## src/rtl/prefix_window_builder_if.sv

```systemverilog
// Byte stream in from the fetch aligner and prefix/opcode-window packet out to decode.
// The master drives bytes and accepts packets; the slave is the window builder.
interface prefix_window_builder_if;
    logic [7:0] in_byte;
    logic       in_valid;
    logic       in_ready;
    logic       out_valid;
    logic       out_ready;
    logic       isREP;
    logic       isREPNE;
    logic       isSIZE;
    logic       isSEG;
    logic [5:0] segSEL;
    logic [3:0] prefSize;
    logic       pref_err;
    logic       isDouble;
    logic [7:0] B1;
    logic [7:0] B2;
    logic [7:0] B3;

    modport master (
        output in_byte, in_valid, out_ready,
        input  in_ready, out_valid, isREP, isREPNE, isSIZE, isSEG, segSEL,
               prefSize, pref_err, isDouble, B1, B2, B3
    );

    modport slave (
        input  in_byte, in_valid, out_ready,
        output in_ready, out_valid, isREP, isREPNE, isSIZE, isSEG, segSEL,
               prefSize, pref_err, isDouble, B1, B2, B3
    );
endinterface

```

## src/rtl/prefix_window_builder.sv

```systemverilog
// Strips x86 legacy prefixes and captures the 3-byte opcode window; packet is valid 1 cycle after B3.
// Stalls input while a packet is held unaccepted; the handoff cycle may already consume the next byte.
module prefix_window_builder #(
    parameter int MAX_PREF = 4
) (
    input  logic clk,
    input  logic rst,
    input  logic flush,
    prefix_window_builder_if.slave bus
);

    typedef enum logic [1:0] {
        PREF = 2'd0,
        GET2 = 2'd1,
        GET3 = 2'd2,
        HOLD = 2'd3
    } state_t;

    localparam logic [3:0] MAX_CNT = 4'(MAX_PREF);

    function automatic logic is_prefix(input logic [7:0] b);
        case (b)
            8'hF3, 8'hF2, 8'h66, 8'hF0,
            8'h26, 8'h2E, 8'h36, 8'h3E, 8'h64, 8'h65: return 1'b1;
            default:                                   return 1'b0;
        endcase
    endfunction

    function automatic logic [5:0] seg_code(input logic [7:0] b);
        case (b)
            8'h2E:   return 6'b000001;
            8'h36:   return 6'b000010;
            8'h3E:   return 6'b000100;
            8'h26:   return 6'b001000;
            8'h64:   return 6'b010000;
            8'h65:   return 6'b100000;
            default: return 6'b000000;
        endcase
    endfunction

    state_t     state_q, state_d;
    logic       rep_q, rep_d;
    logic       repne_q, repne_d;
    logic       size_q, size_d;
    logic       seg_q, seg_d;
    logic [5:0] segsel_q, segsel_d;
    logic [3:0] pcnt_q, pcnt_d;
    logic       perr_q, perr_d;
    logic       dbl_q, dbl_d;
    logic [7:0] b1_q, b1_d;
    logic [7:0] b2_q, b2_d;
    logic [7:0] b3_q, b3_d;

    logic       in_rdy;
    logic       acc;
    logic       handoff;
    logic       pref_mode;
    logic       clr;
    logic [3:0] pcnt_base;
    logic       pref_full;
    logic       take_prefix;
    logic       take_b1;

    // A held packet being accepted turns this cycle into a PREF cycle for the next instruction.
    always_comb begin
        in_rdy      = !flush && ((state_q != HOLD) || bus.out_ready);
        acc         = bus.in_valid && in_rdy;
        handoff     = (state_q == HOLD) && bus.out_ready;
        pref_mode   = (state_q == PREF) || handoff;
        clr         = flush || handoff;
        pcnt_base   = handoff ? 4'd0 : pcnt_q;
        pref_full   = (pcnt_base == MAX_CNT);
        take_prefix = acc && pref_mode && is_prefix(bus.in_byte) && !pref_full;
        take_b1     = acc && pref_mode && !take_prefix;
    end

    always_ff @(posedge clk or posedge rst) begin
        if (rst) begin
            state_q  <= PREF;
            rep_q    <= 1'b0;
            repne_q  <= 1'b0;
            size_q   <= 1'b0;
            seg_q    <= 1'b0;
            segsel_q <= 6'd0;
            pcnt_q   <= 4'd0;
            perr_q   <= 1'b0;
            dbl_q    <= 1'b0;
            b1_q     <= 8'd0;
            b2_q     <= 8'd0;
            b3_q     <= 8'd0;
        end else begin
            state_q  <= state_d;
            rep_q    <= rep_d;
            repne_q  <= repne_d;
            size_q   <= size_d;
            seg_q    <= seg_d;
            segsel_q <= segsel_d;
            pcnt_q   <= pcnt_d;
            perr_q   <= perr_d;
            dbl_q    <= dbl_d;
            b1_q     <= b1_d;
            b2_q     <= b2_d;
            b3_q     <= b3_d;
        end
    end

    always_comb begin
        state_d = state_q;
        if (flush) begin
            state_d = PREF;
        end else begin
            case (state_q)
                PREF:    if (take_b1) state_d = GET2;
                GET2:    if (acc)     state_d = GET3;
                GET3:    if (acc)     state_d = HOLD;
                HOLD:    if (handoff) state_d = take_b1 ? GET2 : PREF;
                default:              state_d = PREF;
            endcase
        end
    end

    always_comb begin
        rep_d    = clr ? 1'b0 : rep_q;
        repne_d  = clr ? 1'b0 : repne_q;
        size_d   = clr ? 1'b0 : size_q;
        seg_d    = clr ? 1'b0 : seg_q;
        segsel_d = clr ? 6'd0 : segsel_q;
        pcnt_d   = clr ? 4'd0 : pcnt_q;
        perr_d   = clr ? 1'b0 : perr_q;
        dbl_d    = clr ? 1'b0 : dbl_q;
        b1_d     = b1_q;
        b2_d     = b2_q;
        b3_d     = b3_q;

        if (take_prefix) begin
            pcnt_d = pcnt_base + 4'd1;
            case (bus.in_byte)
                8'hF3: begin
                    rep_d   = 1'b1;
                    repne_d = 1'b0;
                end
                8'hF2: begin
                    rep_d   = 1'b1;
                    repne_d = 1'b1;
                end
                8'h66: size_d = 1'b1;
                8'h26, 8'h2E, 8'h36, 8'h3E, 8'h64, 8'h65: begin
                    seg_d    = 1'b1;
                    segsel_d = seg_code(bus.in_byte);
                end
                default: ;
            endcase
        end

        if (take_b1) begin
            b1_d   = bus.in_byte;
            dbl_d  = (bus.in_byte == 8'h0F);
            perr_d = pref_full;
        end

        if (acc && (state_q == GET2)) b2_d = bus.in_byte;
        if (acc && (state_q == GET3)) b3_d = bus.in_byte;
    end

    always_comb begin
        bus.in_ready  = in_rdy;
        bus.out_valid = (state_q == HOLD);
        bus.isREP     = rep_q;
        bus.isREPNE   = repne_q;
        bus.isSIZE    = size_q;
        bus.isSEG     = seg_q;
        bus.segSEL    = segsel_q;
        bus.prefSize  = pcnt_q;
        bus.pref_err  = perr_q;
        bus.isDouble  = dbl_q;
        bus.B1        = b1_q;
        bus.B2        = b2_q;
        bus.B3        = b3_q;
    end

endmodule
```

## src/flat_wrapper.sv

```systemverilog
// flat-port wrapper written by rule: the top's interface ports become plain ports
module prefix_window_builder_flat 
#(
    parameter int MAX_PREF = 4
)
  (clk, rst, flush, bus_in_byte, bus_in_valid, bus_out_ready, bus_in_ready, bus_out_valid, bus_isREP, bus_isREPNE, bus_isSIZE, bus_isSEG, bus_segSEL, bus_prefSize, bus_pref_err, bus_isDouble, bus_B1, bus_B2, bus_B3);
  prefix_window_builder_if bus_i ();
  input  logic clk;
  input  logic rst;
  input  logic flush;
  input wire logic [$bits(bus_i.in_byte)-1:0] bus_in_byte;
  input wire logic [$bits(bus_i.in_valid)-1:0] bus_in_valid;
  input wire logic [$bits(bus_i.out_ready)-1:0] bus_out_ready;
  output wire logic [$bits(bus_i.in_ready)-1:0] bus_in_ready;
  output wire logic [$bits(bus_i.out_valid)-1:0] bus_out_valid;
  output wire logic [$bits(bus_i.isREP)-1:0] bus_isREP;
  output wire logic [$bits(bus_i.isREPNE)-1:0] bus_isREPNE;
  output wire logic [$bits(bus_i.isSIZE)-1:0] bus_isSIZE;
  output wire logic [$bits(bus_i.isSEG)-1:0] bus_isSEG;
  output wire logic [$bits(bus_i.segSEL)-1:0] bus_segSEL;
  output wire logic [$bits(bus_i.prefSize)-1:0] bus_prefSize;
  output wire logic [$bits(bus_i.pref_err)-1:0] bus_pref_err;
  output wire logic [$bits(bus_i.isDouble)-1:0] bus_isDouble;
  output wire logic [$bits(bus_i.B1)-1:0] bus_B1;
  output wire logic [$bits(bus_i.B2)-1:0] bus_B2;
  output wire logic [$bits(bus_i.B3)-1:0] bus_B3;
  assign bus_i.in_byte = bus_in_byte;
  assign bus_i.in_valid = bus_in_valid;
  assign bus_i.out_ready = bus_out_ready;
  assign bus_in_ready = bus_i.in_ready;
  assign bus_out_valid = bus_i.out_valid;
  assign bus_isREP = bus_i.isREP;
  assign bus_isREPNE = bus_i.isREPNE;
  assign bus_isSIZE = bus_i.isSIZE;
  assign bus_isSEG = bus_i.isSEG;
  assign bus_segSEL = bus_i.segSEL;
  assign bus_prefSize = bus_i.prefSize;
  assign bus_pref_err = bus_i.pref_err;
  assign bus_isDouble = bus_i.isDouble;
  assign bus_B1 = bus_i.B1;
  assign bus_B2 = bus_i.B2;
  assign bus_B3 = bus_i.B3;
  prefix_window_builder #(.MAX_PREF(MAX_PREF)) u_core (.clk(clk), .rst(rst), .flush(flush), .bus(bus_i));
endmodule
```

## config.mk

```make
export PLATFORM = sky130hd
export DESIGN_NAME = prefix_window_builder_flat
export DESIGN_NICKNAME = d
export VERILOG_FILES = /design/src/rtl/prefix_window_builder_if.sv /design/src/rtl/prefix_window_builder.sv /design/src/flat_wrapper.sv
export SDC_FILE = /design/constraint.sdc
export NUM_CORES = 1
export LEC_CHECK = 0
export ABC_CLOCK_PERIOD_IN_PS = 3500
export BUFFER_PORTS_ARGS = -buffer_cell sky130_fd_sc_hd__buf_2
export CORE_AREA = 8 8 88 90
export DETAILED_ROUTE_END_ITERATION = 10
export DIE_AREA = 0 0 96 98
export PLACE_DENSITY = 0.53
export SETUP_SLACK_MARGIN = 0.02
export SYNTH_ARGS = -nofsm -noshare
export SYNTH_HDL_FRONTEND = slang
export SYNTH_SLANG_ARGS = --single-unit
```

## constraint.sdc

```tcl
create_clock -name clk -period 3.5 [get_ports clk]
set_input_delay 0.7 -clock clk [delete_from_list [all_inputs] [get_ports clk]]
set_output_delay 0.7 -clock clk [all_outputs]
set_load 0.02 [all_outputs]
```

==> metrics.txt <==
FF-to-FF path depth=9; Tightest Pin Transition=614 ps; worst r2r src=u_core.state_q[0]; Hold Path Class=reg -> reg; antenna violation net count after detailed routing=0; DRT Pass-1 Iters=4; Crit Path Class=reg -> reg; largest net degree at the start of global routing=43; crit-path max FO=9; Area Growth Syn to Fin=23.4%; Worst Skew=5.74 ps; WHS Endpoint=u_core.bus.segSEL[0]; Die Width=96 um; post-synth net total=186; Achievable Freq=0.359 GHz; Initial Util=0.304; syn avg cell area=11.8 um^2; final worst slack=712 ps; synth top area cells=dfrtp_1 (53%), mux2_2 (8.0%), mux2_1 (4.6%), nand2_1 (4.0%), ha_1 (3.8%); row cnt=30; pre-CTS WS=683 ps; post-CTS sizing=0; DR vias/cell=4.95; io pins=55; final setup TNS=0 ps; Reg2Reg Setup Slack=710 ps; Clock Path Buffers=2; Top FF cell, synth=dfrtp_1; Tot GR Track Use=0.114; CP Capture Type=flop; Slew HR=0.587; first-pass GRT wire length=8450 um; Mapped Area=0.00197 mm^2; setup repair bufs after CTS=0; final WL=5050 um; share of layout cells above drive strength 1=0.361; minimum clock period=2790 ps; Root Buffer=clkbuf_8; EDFF count, synth=0; number of global-route vias before repair=1,630; power per cell area=682 mW/mm^2; worst-skew pair later-pin latency=290 ps; post-layout net count=245; share of the synthesized area in the top cell type=0.532; sequential area share after synthesis=0.532; Final Hold Vio Count=0; core area=0.00649 mm^2; Yosys warnings=0; routability cong.=0.743; Synth Register Bits=42; die area=0.00941 mm^2; CP required=3670 ps; Cells after Synth=167; fillers=680; outcome=complete, no violations; Worst-path clk slew=80 ps; Avg WL per Cell=16.5 um; GR Overflow Total=0; CTS buffer count=5; initial drt markers=47; RSZ-0062 raised after global routing=false; Die Ht=98 um; cell depth of the worst hold path=1; dpl hpwl=3700 um; CP startpoint kind=flop; hold_sp=u_core.bus.segSEL[0]; Slew Viols, Final=0; Synth cell types=43; Clock Sinks=42; most area-hungry cell type in the Yosys netlist=dfrtp_1; count leader, synth=dfrtp_1; Buffers on Ports=54; FFs w/ async S/R, synth=1.00; LEAKAGE=1.25 nW; antenna violations before repair=0; CTS tree=done; commonest cells in the netlist=dfrtp_1 (42), nand2_1 (21), mux2_2 (14); Final period util=0.797; routed vias=1,519; Ant. Diodes=0; # H-tree levels=2; DRC=0; Hold Buf Count CTS=0; Worst R2R End=u_core.bus.B1[4]; VDD IR-drop max=342 uV; Max Cap Viol=0; final setup violation count=0; WP data arrival=2960 ps
==> flip-flops by register name, indices dropped and copies added (netlist names) <==
signal / count
u_core.bus.isSIZE: 1
u_core.bus.isDouble: 1
u_core.bus.isREPNE: 1
u_core.state_q: 2
u_core.bus.segSEL: 6
u_core.bus.pref_err: 1
u_core.bus.isSEG: 1
u_core.bus.B1: 8
u_core.bus.B3: 8
u_core.bus.isREP: 1
u_core.bus.prefSize: 4
u_core.bus.B2: 8
==> logic make-up after synthesis <==
| family | after synthesis | synth area share |
|---|---|---|
| muxes | 25 | 0.141 |
| AOI/OAI and AO/OA | 35 | 0.144 |
| buffers and inverters | 13 | 0.0266 |
| DFF | 42 | 0.532 |
| adders and majority gates | 6 | 0.0380 |
| and+or+nand+nor | 46 | 0.119 |
==> area by class of cell <==
type | count | area, um^2 | share of cell area
timing repair buffer | 57 | 293 | 0.120
clock buffer | 7 | 86.3 | 0.0354
clock inverter | 1 | 5.00 | 0.00205
tap | 80 | 100 | 0.0411
inverter | 8 | 30.0 | 0.0123
sequential | 42 | 1050 | 0.431
multi-input combinational | 112 | 871 | 0.357
==> worst max-delay path, stage by stage, from the launching register on <==
cell	delay, ps
dfrtp_1	420
ha_1	340
nand2_1	180
nand2_1	170
ha_1	150
nor2b_1	180
a311o_1	380
a221oi_4	60
nor2_2	420
mux2_1	370
==> worst max path at each step <==
stage	from	endpoint	slack [ps]	depth (start not counted)
4_1_cts	u_core.state_q[0]	u_core.bus.B1[1]	690	9
6_report	u_core.state_q[0]	u_core.bus.B1[4]	710	9
3_5_place_dp	bus_out_ready	u_core.bus.B1[1]	680	9
3_3_place_gp	bus_out_ready	u_core.bus.B1[4]	760	9
5_1_grt	u_core.state_q[0]	u_core.bus.B1[3]	490	9
2_1_floorplan	u_core.state_q[0]	u_core.bus.prefSize[3]	780	11
==> per-layer routing <==
| metal | GRT usage | wire length, um | vias to the layer above |
|---|---|---|---|
| met5 | 0 | 0 | - |
| met2 | 0.166 | 2190 | 44 |
| li1 | - | - | 733 |
| met1 | 0.157 | 2550 | 736 |
| met3 | 0.0353 | 260 | 6 |
| met4 | 0.0320 | 56 | 0 |
==> metrics by stage <==
step	area, um^2	instances	util	total power [mW]	hold slack (ps)
final	2440	307	0.375	1.66	484
after CTS	2440	307	0.375	1.69	489
after detailed placement	2340	299	0.361	1.36	469
after floorplan	1970	167	-	1.13	590
after global routing	2440	307	0.375	1.77	511
after global placement	2340	299	0.361	1.35	462
==> where the power goes <==
group / switching (mW) / internal [mW] / total, mW
registers: 0.0724 / 0.632 / 0.704
logic: 0.386 / 0.248 / 0.633
clock network: 0.165 / 0.159 / 0.324
total: 0.623 / 1.04 / 1.66
==> placed cells by master, fill, tap and decap left out, types with 2 or more instances in the layout <==
cell       instances
nand3_1            2
a22o_1             2
nand2_1           21
inv_1              8
buf_2             54
o2bb2ai_1          3
a32o_1             3
a21o_1             2
a31oi_1            3
o21ai_0            5
ha_1               6
mux2_2            14
dfrtp_1           42
mux2_1             8
nand2b_1           2
a21oi_1            4
and3b_1            2
clkbuf_8           6
nor3_1             5
a211o_1            2
buf_4              3
mux2i_1            3
nor2_1             4
No activity file was read; power rests on OpenSTA's default activity.
